[config.mk]
export PLATFORM = sky130hd
export DESIGN_NAME = unidad_control_mc
export DESIGN_NICKNAME = d
export VERILOG_FILES = /design/src/rtl/rv_ctrl_pkg.sv /design/src/rtl/alu_dec.sv /design/src/rtl/unidad_control_mc.sv
export SDC_FILE = /design/constraint.sdc
export NUM_CORES = 1
export LEC_CHECK = 0
export ABC_AREA = 1
export CORE_AREA = 2 2 39 41
export CTS_BUF_LIST = sky130_fd_sc_hd__clkbuf_4
export DETAILED_ROUTE_END_ITERATION = 16
export DIE_AREA = 0 0 41 43
export PLACE_DENSITY = 0.85
export SETUP_SLACK_MARGIN = 0.2
export SLEW_MARGIN = 10
export SYNTH_ARGS = -nofsm -noshare
export SYNTH_HDL_FRONTEND = slang
export SYNTH_SLANG_ARGS = --single-unit
[constraint.sdc]
create_clock -name clk -period 4.2 [get_ports clk]
set_input_delay 0.84 -clock clk [delete_from_list [all_inputs] [get_ports clk]]
set_output_delay 0.84 -clock clk [all_outputs]
set_load 0.02 [all_outputs]
[src/rtl/rv_ctrl_pkg.sv]
// Shared definitions for the multicycle RISC-V control unit.
// Contains the opcodes, the FSM state encoding, the immSrc encodings (these must
// match the sign-extender select), the ALU operation codes and the aluOp codes.
package rv_ctrl_pkg;

  localparam logic [6:0] OP_LW  = 7'b0000011;
  localparam logic [6:0] OP_SW  = 7'b0100011;
  localparam logic [6:0] OP_R   = 7'b0110011;
  localparam logic [6:0] OP_I   = 7'b0010011;
  localparam logic [6:0] OP_BEQ = 7'b1100011;
  localparam logic [6:0] OP_JAL = 7'b1101111;

  typedef enum logic [3:0] {
    S_FETCH    = 4'd0,
    S_DECODE   = 4'd1,
    S_MEMADR   = 4'd2,
    S_MEMREAD  = 4'd3,
    S_MEMWB    = 4'd4,
    S_MEMWRITE = 4'd5,
    S_EXECR    = 4'd6,
    S_EXECI    = 4'd7,
    S_ALUWB    = 4'd8,
    S_BEQ      = 4'd9,
    S_JAL      = 4'd10
  } state_t;

  localparam logic [1:0] IMM_I = 2'b00;
  localparam logic [1:0] IMM_S = 2'b01;
  localparam logic [1:0] IMM_B = 2'b10;
  localparam logic [1:0] IMM_J = 2'b11;

  localparam logic [2:0] ALU_ADD = 3'b000;
  localparam logic [2:0] ALU_SUB = 3'b001;
  localparam logic [2:0] ALU_AND = 3'b010;
  localparam logic [2:0] ALU_OR  = 3'b011;
  localparam logic [2:0] ALU_SLT = 3'b101;

  localparam logic [1:0] ALUOP_ADD   = 2'b00;
  localparam logic [1:0] ALUOP_SUB   = 2'b01;
  localparam logic [1:0] ALUOP_FUNCT = 2'b10;

endpackage

[src/rtl/alu_dec.sv]
// ALU decoder: combinational mapping from aluOp/funct3/funct7b5/op[5] to the
// ALU operation code.
//   aluOp      in  2  operation class from the control FSM
//   funct3     in  3  instruction bits [14:12]
//   funct7b5   in  1  instruction bit 30
//   op5        in  1  opcode bit 5 (1 for R-type, 0 for I-type ALU)
//   aluControl out 3  ALU operation
module alu_dec
  import rv_ctrl_pkg::*;
(
  input  logic [1:0] aluOp,
  input  logic [2:0] funct3,
  input  logic       funct7b5,
  input  logic       op5,
  output logic [2:0] aluControl
);

  always_comb begin
    aluControl = ALU_ADD;
    case (aluOp)
      ALUOP_ADD: aluControl = ALU_ADD;
      ALUOP_SUB: aluControl = ALU_SUB;
      ALUOP_FUNCT: begin
        case (funct3)
          // Only R-type has a sub; addi with imm bit 30 set must still add.
          3'b000:  aluControl = (funct7b5 & op5) ? ALU_SUB : ALU_ADD;
          3'b010:  aluControl = ALU_SLT;
          3'b110:  aluControl = ALU_OR;
          3'b111:  aluControl = ALU_AND;
          default: aluControl = ALU_ADD;
        endcase
      end
      default: aluControl = ALU_ADD;
    endcase
  end

endmodule

[src/rtl/unidad_control_mc.sv]
// Multicycle control unit: Moore FSM sequencing fetch/decode/execute/memory/
// writeback, plus immSrc and ALU decoding.
//   clk, rst                     clock, synchronous active-high reset
//   op, funct3, funct7b5         instruction fields
//   zero                         ALU zero flag (used only in BEQ)
//   immSrc                       extender select
//   aluSrcA, aluSrcB, resultSrc  datapath mux selects
//   aluControl                   ALU operation
//   adrSrc                       memory address select
//   irWrite, pcWrite, regWrite, memWrite  write enables (all 0 during reset)
module unidad_control_mc
  import rv_ctrl_pkg::*;
(
  input  logic       clk,
  input  logic       rst,
  input  logic [6:0] op,
  input  logic [2:0] funct3,
  input  logic       funct7b5,
  input  logic       zero,
  output logic [1:0] immSrc,
  output logic [1:0] aluSrcA,
  output logic [1:0] aluSrcB,
  output logic [1:0] resultSrc,
  output logic [2:0] aluControl,
  output logic       adrSrc,
  output logic       irWrite,
  output logic       pcWrite,
  output logic       regWrite,
  output logic       memWrite
);

  state_t     state_q, state_d;
  state_t     out_state;
  logic [1:0] alu_op;
  logic       pc_update, branch, ir_wr, reg_wr, mem_wr;

  always_ff @(posedge clk) begin
    if (rst) state_q <= S_FETCH;
    else     state_q <= state_d;
  end

  always_comb begin
    state_d = S_FETCH;
    case (state_q)
      S_FETCH:  state_d = S_DECODE;
      S_DECODE: begin
        case (op)
          OP_LW, OP_SW: state_d = S_MEMADR;
          OP_R:         state_d = S_EXECR;
          OP_I:         state_d = S_EXECI;
          OP_BEQ:       state_d = S_BEQ;
          OP_JAL:       state_d = S_JAL;
          default:      state_d = S_FETCH;
        endcase
      end
      S_MEMADR:   state_d = (op == OP_LW) ? S_MEMREAD : S_MEMWRITE;
      S_MEMREAD:  state_d = S_MEMWB;
      S_EXECR,
      S_EXECI,
      S_JAL:      state_d = S_ALUWB;
      default:    state_d = S_FETCH;
    endcase
  end

  // During reset the outputs present the FETCH decode with every write
  // enable masked, so a write pending in the current state never fires.
  assign out_state = rst ? S_FETCH : state_q;

  always_comb begin
    adrSrc    = 1'b0;
    ir_wr     = 1'b0;
    aluSrcA   = 2'b00;
    aluSrcB   = 2'b00;
    alu_op    = ALUOP_ADD;
    resultSrc = 2'b00;
    pc_update = 1'b0;
    branch    = 1'b0;
    reg_wr    = 1'b0;
    mem_wr    = 1'b0;
    case (out_state)
      S_FETCH: begin
        ir_wr     = 1'b1;
        aluSrcB   = 2'b10;
        resultSrc = 2'b10;
        pc_update = 1'b1;
      end
      S_DECODE: begin
        aluSrcA = 2'b01;
        aluSrcB = 2'b01;
      end
      S_MEMADR: begin
        aluSrcA = 2'b10;
        aluSrcB = 2'b01;
      end
      S_MEMREAD: adrSrc = 1'b1;
      S_MEMWB: begin
        resultSrc = 2'b01;
        reg_wr    = 1'b1;
      end
      S_MEMWRITE: begin
        adrSrc = 1'b1;
        mem_wr = 1'b1;
      end
      S_EXECR: begin
        aluSrcA = 2'b10;
        alu_op  = ALUOP_FUNCT;
      end
      S_EXECI: begin
        aluSrcA = 2'b10;
        aluSrcB = 2'b01;
        alu_op  = ALUOP_FUNCT;
      end
      S_ALUWB: reg_wr = 1'b1;
      S_BEQ: begin
        aluSrcA = 2'b10;
        alu_op  = ALUOP_SUB;
        branch  = 1'b1;
      end
      S_JAL: begin
        aluSrcA   = 2'b01;
        aluSrcB   = 2'b10;
        pc_update = 1'b1;
      end
      default: ;
    endcase
  end

  assign irWrite  = ir_wr  & ~rst;
  assign regWrite = reg_wr & ~rst;
  assign memWrite = mem_wr & ~rst;
  assign pcWrite  = (pc_update | (branch & zero)) & ~rst;

  always_comb begin
    case (op)
      OP_SW:   immSrc = IMM_S;
      OP_BEQ:  immSrc = IMM_B;
      OP_JAL:  immSrc = IMM_J;
      default: immSrc = IMM_I;
    endcase
  end

  alu_dec u_alu_dec (
    .aluOp      (alu_op),
    .funct3     (funct3),
    .funct7b5   (funct7b5),
    .op5        (op[5]),
    .aluControl (aluControl)
  );

endmodule
==> qor.csv <==
stage,metric,value,unit
yosys,synth_seq_cells,4,
final_layout,drive_above_1_share,7.519,%
yosys,synthMuxAreaShare,0,%
final_layout,num_antenna_cells,0,
setup_path,r2r_cells,7,
detailed_routing,dr.first_iter.drc_count,10,
sta,setup_tns,0,ps
global_routing,grt_max_degree,9,
sta,tightest_slew,296.6,ps
setup_path,reg2reg_from,state_q[0],
detailed_routing,final_antenna_net_count,0,
setup_path,crit_arrival,2950,ps
sta,fin_worst_skew,1.671,ps
sta,worst_slack,408.2,ps
global_routing,globalRouteTotalUtil,18.78,%
power_and_ir_drop,vdd_drop_max,144.3,uV
sta,drv_slew,0,
yosys,synthAdderAreaFrac,4.619,%
cts,cts.sink_count,4,
yosys,synth_compound_area_share,10.39,%
sta,holdWs,587.3,ps
cts,clk_pin_slew,40,ps
yosys,syn-instance-count,101,
cts,clock_path_buffers,2,
sta,final-hold-violation-count,0,
yosys,synth_area,541.8,um2
cts,cts-root-buf,clkbuf_4,
yosys,syn_area_per_cell,5.364,um2
flow_run,cap_violations,0,
final_layout,largest_reg_flops,4,
final_layout,largest-register,state_q,
final_layout,mostFrequentLayoutCells,"nand2_1, clkdlybuf4s50_1, inv_1",
setup_path,r2r-end,state_q[2],
die,rows,14,
die,fp.dieW,41,um
place,routabilityCongestion,0.8437,
final_layout,top_regs,state_q (4),
detailed_routing,dr.pass1.iters,4,
worst_hold_path,min_to,state_q[3],
outcome,status,completed,
power_and_ir_drop,powerDensity,150.3,nW/um2
yosys,synth_seq_area_share,14.78,%
die,start_util,39.15,%
detailed_routing,wire_per_inst,8.993,um
power_and_ir_drop,finalPower,131.1,uW
cts,numCtsBuffers,3,
setup_path,cp-startpoint,rst,
die,core,1384,um2
detailed_routing,drc,0,
yosys,synthXorXnorAreaFrac,0,%
power_and_ir_drop,total_leakage_power,0.0004027,uW
yosys,ys_warn_count,0,
final_layout,fill_cells,140,
sta,fmax,263.7,MHz
yosys,synth_top_family_by_area,simple AND/OR/NAND/NOR gates,
cts,cts_tree,built,
die,die-area,1763,um2
yosys,synthSimpleGateAreaFrac,55.66,%
final_layout,layout_commonest_cell,nand2_1,
sta,rsz0062_at_grt,false,
global_routing,grt_pass1_vias,651,
place,numPortBuffers,29,
global_routing,grt_pass1_wl,2.380,mm
sta,setup_viol,0,
setup_path,worstSetupPathType,in2out,
final_layout,area_delta_synth_final,60.97,%
sta,min_period,3792,ps
cts,cts-htree-levels,1,
place,detailed_place_hpwl,1.163,mm
die,dieHeight,43,um
setup_path,crit_required,3360,ps
setup_path,crit_fanout,8,
worst_hold_path,worst_hold_path_type,reg2reg,
cts,hold_buffers,0,
final_layout,final_nets,151,
setup_path,worst_setup_path_end_kind,output port,
setup_path,crit_path_start_kind,primary input,
global_routing,globalRouteOverflowTotal,0,
place,pre_cts_ws,117.8,ps
detailed_routing,vias,702,
sta,maxSlewHeadroom,80.15,%
setup_path,reg2reg_slack,3100,ps
worst_hold_path,min-delay-start,state_q[1],
die,io_pins,30,
detailed_routing,vias_per_cell,4.711,
global_routing,antenna_found_initial,0,
yosys,syn_nets,117,
sta,fin_crit_sh,90.28,%
detailed_routing,wirelength,1.340,mm
yosys,synth_cell_types,22,
cts,clk_latency,230,ps
cts,cts_setup_buffers,0,
worst_hold_path,min_path_cells,2,
==> metrics by stage <==
stage	util [%]	instances	instance area, um2
global placement	61.57	146	852.1
CTS	63.02	149	872.1
floorplan	-	101	541.8
detailed placement	61.57	146	852.1
global route	63.02	149	872.1
finish	63.02	149	872.1
==> cell usage after synthesis (all sizes together) <==
master | count | area share [%]
a21oi | 4 | 3.7
a31oi | 1 | 1.2
and3 | 1 | 1.2
dfxtp | 4 | 15
ha | 2 | 4.6
inv | 21 | 15
nand2 | 30 | 22
nand3 | 10 | 12
nand3b | 1 | 1.4
nand4 | 1 | 1.2
nor2 | 19 | 15
nor4 | 1 | 1.2
o21ai | 2 | 1.8
o22ai | 2 | 2.3
o31ai | 1 | 1.4
or2 | 1 | 1.2
==> worst max-delay path by stage <==
stage | depth (start not counted) | endpoint
6_report | 8 | aluControl[2]
2_1_floorplan | 6 | aluControl[2]
3_5_place_dp | 8 | aluControl[2]
5_1_grt | 8 | aluControl[2]
4_1_cts | 8 | aluControl[2]
3_3_place_gp | 8 | aluControl[2]
==> per-layer routing <==
metal	up-vias	share of wire (%)	track usage, %
met3	0	4.1	1.571
li1	384	-	-
met2	20	53	30.94
met5	-	0	0
met1	298	43	24.44
met4	0	0	6.000
==> power breakdown <==
group	internal, uW	switching, uW	total, uW
Sequential	39.1	1.85	41.0
Clock	31.8	13.2	45.0
Combinational	23.3	21.8	45.1
==> area by class of cell <==
class                           count  area, um2  share of cell area [%]
Multi-Input combinational cell     76      382.9                   43.90
Timing Repair Buffer               29      287.8                   33.00
Sequential cell                     4      80.08                   9.182
Tap cell                           16      20.02                   2.296
Clock buffer                        3      22.52                   2.582
Inverter                           21      78.83                   9.039
==> critical path: stages <==
cell and delay, ps:
clkdlybuf4s50_1 530, inv_2 200, nand3_2 150, nor2_4 130
ha_1 240, or2_2 310, nor4_1 180, dlygate4sd2_1 370
==> cell families (layout without fill, tap and decap cells) <==
logic type               after synthesis  in the layout
buffers and inverters                 21             53
adder cells (fa/ha/maj)                2              2
flip-flops                             4              4
AND/OR/NAND/NOR                       64             64
AO/OA/AOI/OAI                         10             10
==> what timing repair did <==
action	in CTS	in global routing
resized for setup	2	0
endpoints found under the setup margin	2	0
hold endpoints to repair	0	0
Power figures use the tool's default switching activity.
